[src/rtl/pcileech_com_tx_arbiter_if.sv]
// ---------------------------------------------------------------------------
// pcileech_com_tx_arbiter_if
//   Bundles the requester-side beat handshake and the COM write path that the
//   TX arbiter sits between.
//
//   req_valid/req_last/req_data : per-requester beat offers (requester i owns
//                                 req_data[i*DATA_WIDTH +: DATA_WIDTH])
//   req_ready                   : per-requester beat accept
//   com_din/com_din_wr_en       : beat and write strobe towards the COM controller
//   com_din_ready               : COM controller can take a beat this cycle
//
//   modport master : arbiter view (drives ready, din, wr_en)
//   modport slave  : environment view (requesters + COM controller)
// ---------------------------------------------------------------------------
interface pcileech_com_tx_arbiter_if #(
  parameter int NUM_REQ    = 3,
  parameter int DATA_WIDTH = 256
);
  logic [NUM_REQ-1:0]            req_valid;
  logic [NUM_REQ-1:0]            req_last;
  logic [NUM_REQ*DATA_WIDTH-1:0] req_data;
  logic [NUM_REQ-1:0]            req_ready;
  logic [DATA_WIDTH-1:0]         com_din;
  logic                          com_din_wr_en;
  logic                          com_din_ready;

  modport master (
    input  req_valid, req_last, req_data, com_din_ready,
    output req_ready, com_din, com_din_wr_en
  );

  modport slave (
    output req_valid, req_last, req_data, com_din_ready,
    input  req_ready, com_din, com_din_wr_en
  );
endinterface

[src/rtl/pcileech_com_tx_arbiter.sv]
// ---------------------------------------------------------------------------
// pcileech_com_tx_arbiter
//   Round-robin, packet-locked arbiter sharing the single COM transmit write
//   path between NUM_REQ internal producers. A grant is taken in an IDLE
//   cycle and held until the last beat of the packet is accepted; a watchdog
//   releases a grant whose owner stops offering beats mid-packet.
//
//   clk, rst    : system clock, synchronous active-high reset
//   bus         : requester handshakes + COM din/wr_en/ready (master modport)
//   grant_id    : index of the grant holder, meaningful while busy
//   busy        : a grant is held
//   err_timeout : one-cycle pulse when the watchdog drops a grant
// ---------------------------------------------------------------------------
module pcileech_com_tx_arbiter #(
  parameter int NUM_REQ        = 3,
  parameter int DATA_WIDTH     = 256,
  parameter int TIMEOUT_CYCLES = 1024
) (
  input  logic                             clk,
  input  logic                             rst,
  pcileech_com_tx_arbiter_if.master        bus,
  output logic [2:0]                       grant_id,
  output logic                             busy,
  output logic                             err_timeout
);

  localparam int CNT_W = $clog2(TIMEOUT_CYCLES);

  typedef enum logic [0:0] {
    S_IDLE  = 1'b0,
    S_GRANT = 1'b1
  } state_e;

  state_e           state_q, state_d;
  logic [2:0]       grant_id_q, grant_id_d;
  logic [2:0]       last_grant_q, last_grant_d;
  logic [CNT_W-1:0] stall_cnt_q, stall_cnt_d;
  logic             err_timeout_q, err_timeout_d;

  logic                  g_valid_s;
  logic                  g_last_s;
  logic [DATA_WIDTH-1:0] g_data_s;
  logic [2:0]            winner_s;
  logic                  found_s;
  logic [3:0]            cand_s;
  logic [NUM_REQ-1:0]    req_ready_s;
  logic                  wr_en_s;

  // Select the granted requester's beat; grant_id_q always holds a legal index.
  always_comb begin
    g_valid_s = 1'b0;
    g_last_s  = 1'b0;
    g_data_s  = '0;
    for (int i = 0; i < NUM_REQ; i++) begin
      if (grant_id_q == 3'(i)) begin
        g_valid_s = bus.req_valid[i];
        g_last_s  = bus.req_last[i];
        g_data_s  = bus.req_data[i*DATA_WIDTH +: DATA_WIDTH];
      end else begin
        g_valid_s = g_valid_s;
        g_last_s  = g_last_s;
        g_data_s  = g_data_s;
      end
    end
  end

  // Round-robin search: first valid requester after last_grant, wrapping.
  always_comb begin
    winner_s = 3'd0;
    found_s  = 1'b0;
    cand_s   = 4'd0;
    for (int i = 1; i <= NUM_REQ; i++) begin
      cand_s = {1'b0, last_grant_q} + 4'(i);
      if (cand_s >= 4'(NUM_REQ)) begin
        cand_s = cand_s - 4'(NUM_REQ);
      end else begin
        cand_s = cand_s;
      end
      for (int j = 0; j < NUM_REQ; j++) begin
        if (!found_s && (cand_s == 4'(j)) && bus.req_valid[j]) begin
          found_s  = 1'b1;
          winner_s = 3'(j);
        end else begin
          found_s  = found_s;
          winner_s = winner_s;
        end
      end
    end
  end

  // Next-state, handshake and watchdog logic.
  always_comb begin
    state_d       = state_q;
    grant_id_d    = grant_id_q;
    last_grant_d  = last_grant_q;
    stall_cnt_d   = stall_cnt_q;
    err_timeout_d = 1'b0;
    req_ready_s   = '0;
    wr_en_s       = 1'b0;

    case (state_q)
      S_IDLE: begin
        stall_cnt_d = '0;
        if (found_s) begin
          grant_id_d = winner_s;
          state_d    = S_GRANT;
        end else begin
          state_d    = S_IDLE;
        end
      end

      S_GRANT: begin
        // Only the holder sees ready; it mirrors COM readiness directly.
        for (int i = 0; i < NUM_REQ; i++) begin
          req_ready_s[i] = (grant_id_q == 3'(i)) ? bus.com_din_ready : 1'b0;
        end
        wr_en_s = g_valid_s & bus.com_din_ready;

        if (wr_en_s) begin
          stall_cnt_d = '0;
          if (g_last_s) begin
            state_d      = S_IDLE;
            last_grant_d = grant_id_q;
          end else begin
            state_d      = S_GRANT;
          end
        end else if (!g_valid_s) begin
          // Requester starvation counts; COM backpressure (valid held) does not.
          if (stall_cnt_q == CNT_W'(TIMEOUT_CYCLES - 1)) begin
            state_d       = S_IDLE;
            last_grant_d  = grant_id_q;
            err_timeout_d = 1'b1;
            stall_cnt_d   = '0;
          end else begin
            stall_cnt_d   = stall_cnt_q + CNT_W'(1);
          end
        end else begin
          stall_cnt_d = stall_cnt_q;
        end
      end

      default: begin
        state_d = S_IDLE;
      end
    endcase
  end

  // State and status registers; reset wins over every same-cycle event.
  always_ff @(posedge clk) begin
    if (rst) begin
      state_q       <= S_IDLE;
      grant_id_q    <= 3'd0;
      last_grant_q  <= 3'(NUM_REQ - 1);
      stall_cnt_q   <= '0;
      err_timeout_q <= 1'b0;
    end else begin
      state_q       <= state_d;
      grant_id_q    <= grant_id_d;
      last_grant_q  <= last_grant_d;
      stall_cnt_q   <= stall_cnt_d;
      err_timeout_q <= err_timeout_d;
    end
  end

  assign grant_id          = grant_id_q;
  assign busy              = (state_q == S_GRANT);
  assign err_timeout       = err_timeout_q;
  assign bus.req_ready     = req_ready_s;
  assign bus.com_din_wr_en = wr_en_s;
  assign bus.com_din       = g_data_s;

endmodule

[src/flat_wrapper.sv]
// flat-port wrapper written by rule: the top's interface ports become plain ports
module pcileech_com_tx_arbiter_flat 
#(
  parameter int NUM_REQ        = 3,
  parameter int DATA_WIDTH     = 256,
  parameter int TIMEOUT_CYCLES = 1024
)
  (clk, rst, grant_id, busy, err_timeout, bus_req_valid, bus_req_last, bus_req_data, bus_com_din_ready, bus_req_ready, bus_com_din, bus_com_din_wr_en);
  pcileech_com_tx_arbiter_if #(.NUM_REQ(NUM_REQ), .DATA_WIDTH(DATA_WIDTH)) bus_i ();
  input  logic clk;
  input  logic rst;
  output logic [2:0] grant_id;
  output logic busy;
  output logic err_timeout;
  input wire logic [$bits(bus_i.req_valid)-1:0] bus_req_valid;
  input wire logic [$bits(bus_i.req_last)-1:0] bus_req_last;
  input wire logic [$bits(bus_i.req_data)-1:0] bus_req_data;
  input wire logic [$bits(bus_i.com_din_ready)-1:0] bus_com_din_ready;
  output wire logic [$bits(bus_i.req_ready)-1:0] bus_req_ready;
  output wire logic [$bits(bus_i.com_din)-1:0] bus_com_din;
  output wire logic [$bits(bus_i.com_din_wr_en)-1:0] bus_com_din_wr_en;
  assign bus_i.req_valid = bus_req_valid;
  assign bus_i.req_last = bus_req_last;
  assign bus_i.req_data = bus_req_data;
  assign bus_i.com_din_ready = bus_com_din_ready;
  assign bus_req_ready = bus_i.req_ready;
  assign bus_com_din = bus_i.com_din;
  assign bus_com_din_wr_en = bus_i.com_din_wr_en;
  pcileech_com_tx_arbiter #(.NUM_REQ(NUM_REQ), .DATA_WIDTH(DATA_WIDTH), .TIMEOUT_CYCLES(TIMEOUT_CYCLES)) u_core (.clk(clk), .rst(rst), .bus(bus_i), .grant_id(grant_id), .busy(busy), .err_timeout(err_timeout));
endmodule
[config.mk]
export PLATFORM = sky130hd
export DESIGN_NAME = pcileech_com_tx_arbiter_flat
export DESIGN_NICKNAME = d
export VERILOG_FILES = /design/src/rtl/pcileech_com_tx_arbiter_if.sv /design/src/rtl/pcileech_com_tx_arbiter.sv /design/src/flat_wrapper.sv
export SDC_FILE = /design/constraint.sdc
export NUM_CORES = 1
export LEC_CHECK = 0
export CORE_AREA = 2 2 406 408
export DETAILED_ROUTE_END_ITERATION = 8
export DIE_AREA = 0 0 408 410
export GPL_TIMING_DRIVEN = 0
export PLACE_DENSITY = 0.3
export SLEW_MARGIN = 20
export SYNTH_ARGS = -nofsm -noshare
export SYNTH_HDL_FRONTEND = slang
export SYNTH_SLANG_ARGS = --single-unit
[constraint.sdc]
create_clock -name clk -period 1.6 [get_ports clk]
set_clock_uncertainty 0.1 [all_clocks]
set_input_delay 0.32 -clock clk [delete_from_list [all_inputs] [get_ports clk]]
set_output_delay 0.32 -clock clk [all_outputs]
set_load 0.03 [all_outputs]
Yosys cells after proc, flatten, opt, wreduce, memory -nomap -nowiden
Index checks and enable logic that the tools add are counted.

operators by class
  bitwise gates (word level) = 2
  reduce and logical (&&, ||, !) cells = 33
  order comparisons = 3
  add/sub/neg operators = 7
  multiplexer cells = 49
  equality and inequality tests = 12

operators with widths
  cell                                                                count
  two-way mux 256 bit                                                 3
  two-way mux 10 bit                                                  3
  two-way mux 1 bit                                                   26
  case mux 10 bit (2 select lines)                                    1
  logical AND 1 bit                                                   17
  two-way mux 3 bit                                                   5
  two-way mux 2 bit                                                   7
  equality test 4 x 1 -> 1 bit (second input constant)                3
  equality test 4 x 2 -> 1 bit (second input constant)                3
  greater-or-equal comparator 4 x 2 -> 1 bit (second input constant)  3
  zero test 4 bit                                                     3
  two-way mux 4 bit                                                   3
  subtractor 4 x 2 -> 4 bit (second input constant)                   3
  adder 10 x 1 -> 10 bit (second input constant)                      1
  equality test 10 bit (second input constant)                        1
  adder 3 x 2 -> 4 bit (second input constant)                        2
  zero test 1 bit                                                     8
  adder 3 x 1 -> 4 bit (second input constant)                        1
  AND reduction 4 bit                                                 1
  OR reduction 4 bit                                                  1
  equality test 3 x 1 -> 1 bit (second input constant)                1
  equality test 3 x 2 -> 1 bit (second input constant)                1
  zero test 3 bit                                                     1
  != test 3 bit (second input constant)                               1
  7 further kinds                                                     7

word-level totals
  register bits = 18

Logic depth before layout (Yosys ltp)
Gate-level depths: netlist of the first run.

  depth after elaboration = 40
  gate-level depth with buffers = 7
  mapped depth without buffers = 7

Worst setup path before layout of the first run
No wires, ideal clock.

  kind = register to output
  start point = reg u_core.grant_id_q[0] (netlist: u_core.grant_id[0])
  end point = out bus_com_din[247]
  cell stages (with the launch flop) = 6
  arrival time = 1.992 ns
  setup slack = -0.812 ns
  cell sequence = dfxtp_1 > buf_6 > buf_2 > buf_2 > mux2i_1 > o21ai_0

on the way
  word-level cells in the longest chain between the ends = 4

ends and longest elaborated chain
  element                           line                            text
  start, declared                   pcileech_com_tx_arbiter.sv:35   logic [2:0] grant_id_q, grant_id_d;
  start signal, assigned            pcileech_com_tx_arbiter.sv:158  grant_id_q <= grant_id_d;
  zero test 3 bit                   pcileech_com_tx_arbiter.sv:55   if (grant_id_q == 3'(i)) begin
  two-way mux 256 bit (2 in a row)  pcileech_com_tx_arbiter.sv:55
  two-way mux 256 bit *             pcileech_com_tx_arbiter.sv:55
  end, declared                     flat_wrapper.sv:20              output wire logic [$bits(bus_i.com_din)-1:0] bus_com_din;

Mark *: on every way between the ends. The rest lies on a longest branch, timed or not.

Worst setup path in the final report of the first run
  start point = reg u_core.grant_id_q[0] (netlist: u_core.grant_id[0])
  end point = out bus_com_din[245]

Same word-level chain as after synthesis.

==> results of run 1 <==
==> kinds of logic after synthesis <==
kind of cell,synth area share [%]
AO/OA/AOI/OAI,23.9
XOR/XNOR,0.991
adder cells (fa/ha/maj),0.809
buffers and inverters,6.67
flip-flops,5.18
multiplexers,42.2
other,0.0606
AND/OR/NAND/NOR,20.2
==> routing by layer <==
layer  vias up  global-route usage [%]  part of all wire, %
li1       5756                       -                    -
met2       661                    25.3                   50
met4        18                    1.03                 0.81
met5         -                       0                0.088
met3       150                    3.26                  5.9
met1      6118                    17.8                   43
==> sequential cells by signal, indices dropped and copies added, names as in the netlist <==
signal,count
u_core.stall_cnt_q,10
u_core.grant_id,2
u_core.last_grant_q,2
u_core.busy,1
u_core.err_timeout,1
==> layout make-up <==
type,count,area [µm²],area share [%]
antenna,11,27.5,0.116
tap,2189,2740,11.6
clock buffer,4,88.8,0.375
sequential,16,329,1.39
timing repair buffer,1097,11200,47.4
multi-input combinational,867,7890,33.3
buffer,93,1380,5.82
inverter,2,7.51,0.0317
==> power breakdown <==
| group | total [W] | internal, W | switching [W] |
|---|---|---|---|
| clock network | 0.000555 | 0.000380 | 0.000174 |
| logic | 0.0121 | 0.00547 | 0.00662 |
| registers | 0.000430 | 0.000411 | 0.0000187 |
| total | 0.0131 | 0.00626 | 0.00682 |
==> path summary, 6_finish.rpt <==
path | end | slack (ns) | depth (start not counted)
min reg2reg | u_core.last_grant_q[0] | 0.41 | 2
max | bus_com_din[245] | -0.74 | 6
min | u_core.grant_id[0] | 0.39 | 3
max reg2reg | u_core.last_grant_q[1] | -0.46 | 7
==> worst register-to-register path, stage by stage, from the launching register on <==
cell,delay [ns]
dfxtp_4,0.40
buf_12,0.12
clkbuf_16,0.18
mux2i_1,0.25
o21a_1,0.26
nand2_1,0.17
a21boi_2,0.29
mux2i_1,0.22
==> synth_stat cells (all sizes together) <==
master,count
a21boi,1
o211ai,1
a221o,1
a2111oi,1
o21ai,260
xnor2,4
nand3b,2
conb,1
and4b,1
o21a,2
a222oi,1
nor2,16
nand2b,5
a21oi,6
nand4,3
clkbuf,53
nor2b,3
a211oi,4
o2111ai,2
and4,1
o2bb2ai,1
nand3,5
mux2i,261
nor3,5
a31oi,1
inv,2
xor2,3
dfxtp,16
nand2,266
nand4b,1
or3,1
o21bai,1
ha,4
nor3b,2
nor4,1
buf,40
==> per-stage QoR <==
step                      setup WS (ns)  hold WS [ns]  cell area, µm²  cells
after floorplan                  -0.353         0.315            7340    978
final                            -0.745         0.387           23700   4279
after detailed placement          -2.18         0.397           20500   4205
after CTS                        -0.882         0.386           20900   4209
after global placement            -2.20         0.392           20500   4204
after global routing             -0.797         0.407           23700   4275
==> cells in the final DEF, fill, tap and decap left out, drive strengths merged, types with 4 or more instances in the layout <==
cell type | netlist | final
clkdlybuf4s50 | 0 | 777
nand3 | 5 | 5
nor3 | 5 | 5
clkbuf | 53 | 81
diode | 0 | 11
dfxtp | 16 | 16
buf | 40 | 331
nor2 | 16 | 16
o21ai | 260 | 260
nand2 | 266 | 266
a21oi | 6 | 6
xnor2 | 4 | 4
mux2i | 261 | 261
ha | 4 | 4
a211oi | 4 | 4
nand2b | 5 | 5
==> repair_timing <==
action,CTS,global route
pin swaps,0,7
cloned,0,27
resized for setup,1419,827
setup endpoints to repair,280,280
setup buffers,0,32
==> results.py, run 1 <==
metrics = {
    "floorplan": {
        "core_area_um2": 163000,
        "fp.dieW_um": 408,
        "die-area_um2": 167000,
        "initial_utilization_pct": 3.79,
        "rows": 149,
        "ioPinCount": 1042,
        "die_h_um": 410,
    },
    "flow_run": {
        "maxCapViolCount": 0,
    },
    "setup_path": {
        "cp.required_ns": 1.18,
        "arrival_ns": 1.92,
        "critPathTopFamily": "buffers and inverters",
        "path_cells": "buf_16 > buf_16 > buf_12 > mux2i_2 > o21ai_2 > buf_6",
        "crit_top_cell": "buf_16",
        "slowest_stage": "dfxtp_4",
        "r2r-start": "u_core.grant_id[0]",
        "critPathCaptureType": "output pin",
        "critPathMaxStageDelay_ns": 0.38,
        "cp_max_fo": 9,
        "crit_buf_inv": 4,
        "cp-startpoint": "u_core.grant_id[0]",
        "criticalPathCategory": "register to output pin",
        "start_kind": "register",
    },
    "cts": {
        "clock_sinks": 16,
        "holdBufCountCts": 0,
        "cts_tree": "yes",
        "clockBufferDepth": 2,
        "clk_pin_slew_worst_paths_ns": 0.05,
        "cts-buffers-inserted": 3,
        "insertion_delay_ns": 0.25,
        "htreeDepth": 1,
        "root_buffer": "clkbuf_16",
    },
    "place": {
        "portBuffers": 1037,
        "dp_hpwl_um": 116000,
        "routabilityCongestion": 0.895,
    },
    "synthesis": {
        "synth_cell_types": 41,
        "syn_inst": 978,
        "avgSynthCellArea_um2": 6.33,
        "ys_seq_area_share_pct": 5.18,
        "synth-seq-cells": 16,
        "syn_nets": 1759,
        "ys_top_cells_by_area": "mux2i_1, o21ai_0, nand2_1, dfxtp_1, clkbuf_1",
        "synth_warnings": 0,
        "syn_area_um2": 6190,
        "synth_top_area_cell": "mux2i_1",
        "yosysTopAreaCellShare_pct": 42.2,
    },
    "status": {
        "violations": "setup timing",
        "status": "finished with violations",
    },
    "detailed_routing": {
        "dr.pass1.iters": 6,
        "postRouteAntennaNets": 0,
        "wl_per_cell_um": 30.3,
        "routed_wl_um": 129000,
        "drt_iter0_markers": 627,
        "vias": 12700,
        "via_per_inst": 2.97,
        "drc": 0,
    },
    "timing": {
        "tightest_slew_ns": 0.500,
        "fin_crit_ns": 2.34,
        "finalMaxSlewViolations": 0,
        "fin_crit_sh_pct": 147,
        "finalSetupTns_ns": -170.07,
        "finalHoldViolCount": 0,
        "rsz0062_at_grt": "yes",
        "max-slew-margin-rel_pct": 66.6,
        "setup_viol": 280,
        "timing.fmax_mhz": 426,
        "setup_slack_ns": -0.745,
    },
    "pwr": {
        "powerDensity_nw_per_um2": 552,
        "vdd_drop_max_mv": 0.281,
        "p_leak_nw": 8.02,
        "power_w": 0.0131,
    },
    "cells_and_area": {
        "post-route-util_pct": 14.5,
        "areaGrowthSynthToFinish_pct": 283,
        "drive_gt1_share_pct": 42.5,
        "n_fill_cell": 18800,
        "fin_nets": 2861,
    },
    "min_path": {
        "hp-start": "bus_req_valid[1]",
        "hp-class": "input pin to register",
    },
    "grt": {
        "antenna_found_initial": 88,
        "grtUsageTotal_pct": 14.1,
        "grt_pass1_vias": 12700,
        "grt_pass1_wl_um": 153000,
        "grt_overflow": 0,
        "grt_max_degree": 11,
    },
}
Power figures use the tool's default switching activity.
==> inputs of run 2 (changes only) <==
CORE_AREA = 2 2 411 413   (was 2 2 406 408)
CTS_CLUSTER_DIAMETER = 50   (was unset)
DIE_AREA = 0 0 413 415   (was 0 0 408 410)
clock period = 2.2 ns   (was 1.6 ns; I/O delays follow)
==> results.py, run 2 (synthesized netlist as in run 1, its figures left out) <==
metrics = {
    "cts": {
        "holdBufCountCts": 0,
        "root_buffer": "clkbuf_16",
        "cts-buffers-inserted": 3,
        "clock_sinks": 16,
        "cts_tree": "yes",
        "insertion_delay_ns": 0.25,
        "htreeDepth": 1,
        "clockBufferDepth": 2,
        "clk_pin_slew_worst_paths_ns": 0.05,
    },
    "pwr": {
        "vdd_drop_max_mv": 0.143,
        "powerDensity_nw_per_um2": 397,
        "p_leak_nw": 7.21,
    },
    "setup_path": {
        "cp.required_ns": 1.66,
        "start_kind": "register",
        "critPathTopFamily": "buffers and inverters",
        "crit_buf_inv": 4,
        "critPathCaptureType": "output pin",
        "path_cells": "buf_12 > clkbuf_16 > buf_12 > mux2i_2 > o21ai_2 > dlygate4sd2_1",
        "crit_top_cell": "buf_12",
        "critPathMaxStageDelay_ns": 0.40,
        "cp_max_fo": 10,
        "arrival_ns": 1.98,
        "slowest_stage": "dfxtp_4",
        "criticalPathCategory": "register to output pin",
    },
    "place": {
        "placed_area_um2": 20300,
        "routabilityCongestion": 0.916,
        "dp_hpwl_um": 113000,
        "portBuffers": 1037,
        "dp_cells": 4222,
    },
    "grt": {
        "grt_overflow": 0,
        "grt_pass1_wl_um": 150000,
        "grt_pass1_vias": 12700,
        "grtUsageTotal_pct": 13.7,
        "grt_max_degree": 11,
        "antenna_found_initial": 92,
    },
    "floorplan": {
        "die_h_um": 415,
        "fp.dieW_um": 413,
        "core_area_um2": 167000,
        "ioPinCount": 1042,
        "initial_utilization_pct": 3.71,
        "rows": 150,
        "die-area_um2": 171000,
    },
    "timing": {
        "setup_viol": 251,
        "tightest_slew_ns": 0.530,
        "setup_slack_ns": -0.323,
        "finalMaxSlewViolations": 0,
        "timing.fmax_mhz": 396,
        "max-slew-margin-rel_pct": 64.6,
        "rsz0062_at_grt": "yes",
        "fin_crit_sh_pct": 115,
        "fin_crit_ns": 2.52,
        "finalHoldViolCount": 0,
        "fin_hold_ws_ns": 0.405,
    },
    "cells_and_area": {
        "layout_common_cells": "clkdlybuf4s50_1, mux2i_1, o21ai_2",
        "largest_register_ffs": 10,
        "top_register": "u_core.stall_cnt_q",
        "drive_gt1_share_pct": 33.7,
        "layout_commonest_cell": "clkdlybuf4s50_1",
        "fin_nets": 2823,
        "layout.cells.non_filler": 4255,
        "n_fill_cell": 19300,
        "finalInstanceArea_um2": 21600,
        "areaGrowthSynthToFinish_pct": 248,
    },
    "min_path": {
        "hp-class": "register to register",
    },
    "detailed_routing": {
        "vias": 12300,
        "drt_iter0_markers": 578,
        "drc": 0,
        "dr.pass1.iters": 5,
        "wl_per_cell_um": 29.2,
        "postRouteAntennaNets": 0,
        "routed_wl_um": 124000,
        "via_per_inst": 2.89,
    },
    "status": {
        "status": "finished with violations",
        "violations": "setup timing",
    },
    "flow_run": {
        "maxCapViolCount": 0,
    },
}
## run 2: layout make-up
type	count	area, µm²	area share, %
Antenna cell	10	25.0	0.116
Buffer	93	1190	5.51
Clock buffer	4	88.8	0.412
Inverter	2	7.51	0.0348
Multi-Input combinational cell	867	6910	32.0
Sequential cell	16	328	1.52
Tap cell	2204	2760	12.8
Timing Repair Buffer	1059	10300	47.6
## run 2: path summary, 6_finish.rpt
kind / to / from / cells after the start / slack [ns]
worst max-delay path: bus_com_din[210] / u_core.grant_id[0] / 6 / -0.32
worst max register to register: u_core.stall_cnt_q[5] / u_core.grant_id[0] / 9 / 0.02
worst min-delay path: u_core.last_grant_q[0] / u_core.last_grant_q[0] / 2 / 0.41
worst min register to register: u_core.last_grant_q[0] / u_core.last_grant_q[0] / 2 / 0.41
## run 2: report_power, final
group	leakage [nW]	internal (W)	total [W]	switching, W
combinational	7.03	0.00336	0.00784	0.00449
clock	0.0442	0.000277	0.000405	0.000128
sequential	0.131	0.000299	0.000313	0.0000144
total	7.21	0.00393	0.00856	0.00463
## run 2: timing repair
item / CTS / global route
cloned: 3 / 2
gates resized for setup: 1097 / 563
hold endpoints to repair: 0 / 0
pin swaps: 3 / 4
setup buffers: 9 / 6
setup endpoints to repair: 275 / 269
## run 2: per-stage QoR
step	power, W	utilization (%)	setup TNS [ns]	worst slack [ns]
after floorplan	0.00361	-	-0.158	-0.112
after global placement	0.00791	12.1	-453.95	-3.32
after detailed placement	0.00792	12.2	-425.79	-2.13
after CTS	0.00855	12.9	-90.53	-0.494
after global routing	0.00897	12.9	-76.20	-0.408
final	0.00856	12.9	-49.45	-0.323
## run 2: per-layer routing
layer | track usage, % | part of all wire, %
met1 | 18.7 | 46
met2 | 23.2 | 47
met3 | 2.63 | 6.3
met4 | 0.240 | 0.67
met5 | 0 | 0.061
## run 2: worst register-to-register path, stage by stage, from the launching register on
cell and delay (ns):
dfxtp_4 0.37, buf_12 0.14, clkbuf_16 0.16, buf_8 0.13
mux2i_4 0.18, o21ai_1 0.28, buf_6 0.20, nand2_1 0.08
nand3b_1 0.32, nor2_1 0.09
==> inputs of run 3 (changes only) <==
SLEW_MARGIN = 0   (was 20)
==> results.py, run 3 (synthesized netlist as in run 1, its figures left out) <==
metrics = {
    "setup_path": {
        "cp_max_fo": 6,
        "critPathCaptureType": "output pin",
        "criticalPathCategory": "register to output pin",
        "start_kind": "register",
        "r2r_slack_ns": 0.16,
        "r2r-start": "u_core.grant_id[0]",
        "cp.required_ns": 1.66,
        "r2r-end": "u_core.stall_cnt_q[3]",
        "worst_r2r_path_depth": 8,
        "arrival_ns": 1.97,
    },
    "cts": {
        "cts_tree": "yes",
        "insertion_delay_ns": 0.25,
        "clk_pin_slew_worst_paths_ns": 0.05,
        "cts-buffers-inserted": 3,
        "root_buffer": "clkbuf_16",
        "clockBufferDepth": 2,
        "htreeDepth": 1,
        "clock_sinks": 16,
        "holdBufCountCts": 0,
    },
    "grt": {
        "grt_max_degree": 11,
        "grt_pass1_vias": 12900,
        "grt_pass1_wl_um": 153000,
        "antenna_found_initial": 91,
        "grtUsageTotal_pct": 14.0,
        "grt_overflow": 0,
    },
    "place": {
        "portBuffers": 1037,
        "dp_hpwl_um": 113000,
        "routabilityCongestion": 0.916,
        "dp_cells": 4219,
    },
    "min_path": {
        "worstHoldEndpoint": "u_core.last_grant_q[0]",
        "hp-class": "register to register",
        "hp-start": "u_core.last_grant_q[0]",
        "hold-path-cell-count": 2,
    },
    "cells_and_area": {
        "layout_commonest_cell": "clkdlybuf4s50_1",
        "layout.cells.non_filler": 4312,
        "drive_gt1_share_pct": 39.7,
        "n_fill_cell": 19100,
        "fin_nets": 2872,
        "layout_common_cells": "clkdlybuf4s50_1, o21ai_2, mux2i_1",
        "multi_input_area_um2": 7530,
        "areaGrowthSynthToFinish_pct": 278,
        "regArea_um2": 328,
        "top_register": "u_core.stall_cnt_q",
        "largest_register_ffs": 10,
    },
    "detailed_routing": {
        "postRouteAntennaNets": 0,
        "dr.pass1.iters": 5,
        "via_per_inst": 2.90,
        "routed_wl_um": 126000,
        "drt_iter0_markers": 593,
        "wl_per_cell_um": 29.3,
        "drc": 0,
        "vias": 12500,
    },
    "pwr": {
        "vdd_drop_max_mv": 0.152,
        "powerDensity_nw_per_um2": 402,
        "p_leak_nw": 8.01,
    },
    "floorplan": {
        "fp.dieW_um": 413,
        "die_h_um": 415,
        "die-area_um2": 171000,
        "initial_utilization_pct": 3.71,
        "ioPinCount": 1042,
        "rows": 150,
        "core_area_um2": 167000,
    },
    "timing": {
        "timing.fmax_mhz": 398,
        "max-slew-margin-rel_pct": 64.9,
        "finalMaxSlewViolations": 0,
        "fin_crit_ns": 2.51,
        "finalHoldViolCount": 0,
        "tightest_slew_ns": 0.526,
        "fin_crit_sh_pct": 114,
        "fin_hold_ws_ns": 0.411,
        "setup_viol": 247,
        "rsz0062_at_grt": "yes",
        "setup_slack_ns": -0.311,
    },
    "status": {
        "status": "finished with violations",
        "violations": "setup timing",
    },
    "flow_run": {
        "maxCapViolCount": 0,
    },
}
[run 3: worst max-delay path by stage]
stage / cells after the start / to / startpoint
CTS: 7 / bus_com_din[122] / u_core.grant_id[1]
global placement: 7 / bus_com_din[187] / u_core.grant_id[1]
finish: 9 / bus_com_din[126] / u_core.grant_id[1]
floorplan: 5 / bus_com_din[247] / u_core.grant_id[0]
detailed placement: 7 / bus_com_din[28] / u_core.grant_id[1]
global route: 10 / bus_com_din[133] / u_core.grant_id[1]
[run 3: final cells by class]
type	instances	area share, %
Clock buffer	4	0.380
Multi-Input combinational cell	867	32.2
Buffer	88	5.81
Tap cell	2204	11.8
Antenna cell	18	0.192
Timing Repair Buffer	1113	48.2
Inverter	2	0.0321
Sequential cell	16	1.40
[run 3: critical path: stages, from the launching register on]
cell	delay (ns)
dfxtp_4	0.37
nor2b_4	0.21
buf_12	0.13
clkbuf_16	0.14
clkbuf_16	0.17
buf_8	0.13
clkbuf_16	0.15
nand2_1	0.10
o21ai_4	0.12
buf_6	0.17
[run 3: timing repair]
| item | in CTS | in global routing |
|---|---|---|
| setup endpoints to repair | 274 | 269 |
| gates resized for setup | 1550 | 637 |
| pin swaps | 4 | 10 |
| cloned | 11 | 6 |
| setup buffers | 40 | 21 |
[run 3: where the power goes]
part | switching (W) | total (W) | internal (W)
clock | 0.000134 | 0.000411 | 0.000277
combinational | 0.00472 | 0.00868 | 0.00397
sequential | 0.0000124 | 0.000311 | 0.000299
total | 0.00486 | 0.00940 | 0.00454
[run 3: layer usage]
| layer | share of wire, % | track usage (%) | vias to the layer above |
|---|---|---|---|
| li1 | - | - | 5767 |
| met5 | 0.093 | 0 | - |
| met1 | 46 | 19.1 | 5880 |
| met2 | 47 | 23.1 | 691 |
| met4 | 0.76 | 1.06 | 18 |
| met3 | 6.5 | 3.12 | 132 |
[run 3: through the flow]
stage	setup TNS (ns)	setup slack, ns	area (µm²)	util (%)	total power [W]
6_report	-35.53	-0.311	23400	14.0	0.00940
5_1_grt	-56.61	-0.377	23400	14.0	0.00983
4_1_cts	-73.54	-0.433	22400	13.4	0.00902
3_5_place_dp	-443.39	-2.50	20200	12.1	0.00789
3_3_place_gp	-453.95	-3.32	20200	12.1	0.00791
2_1_floorplan	-0.158	-0.112	7060	-	0.00361
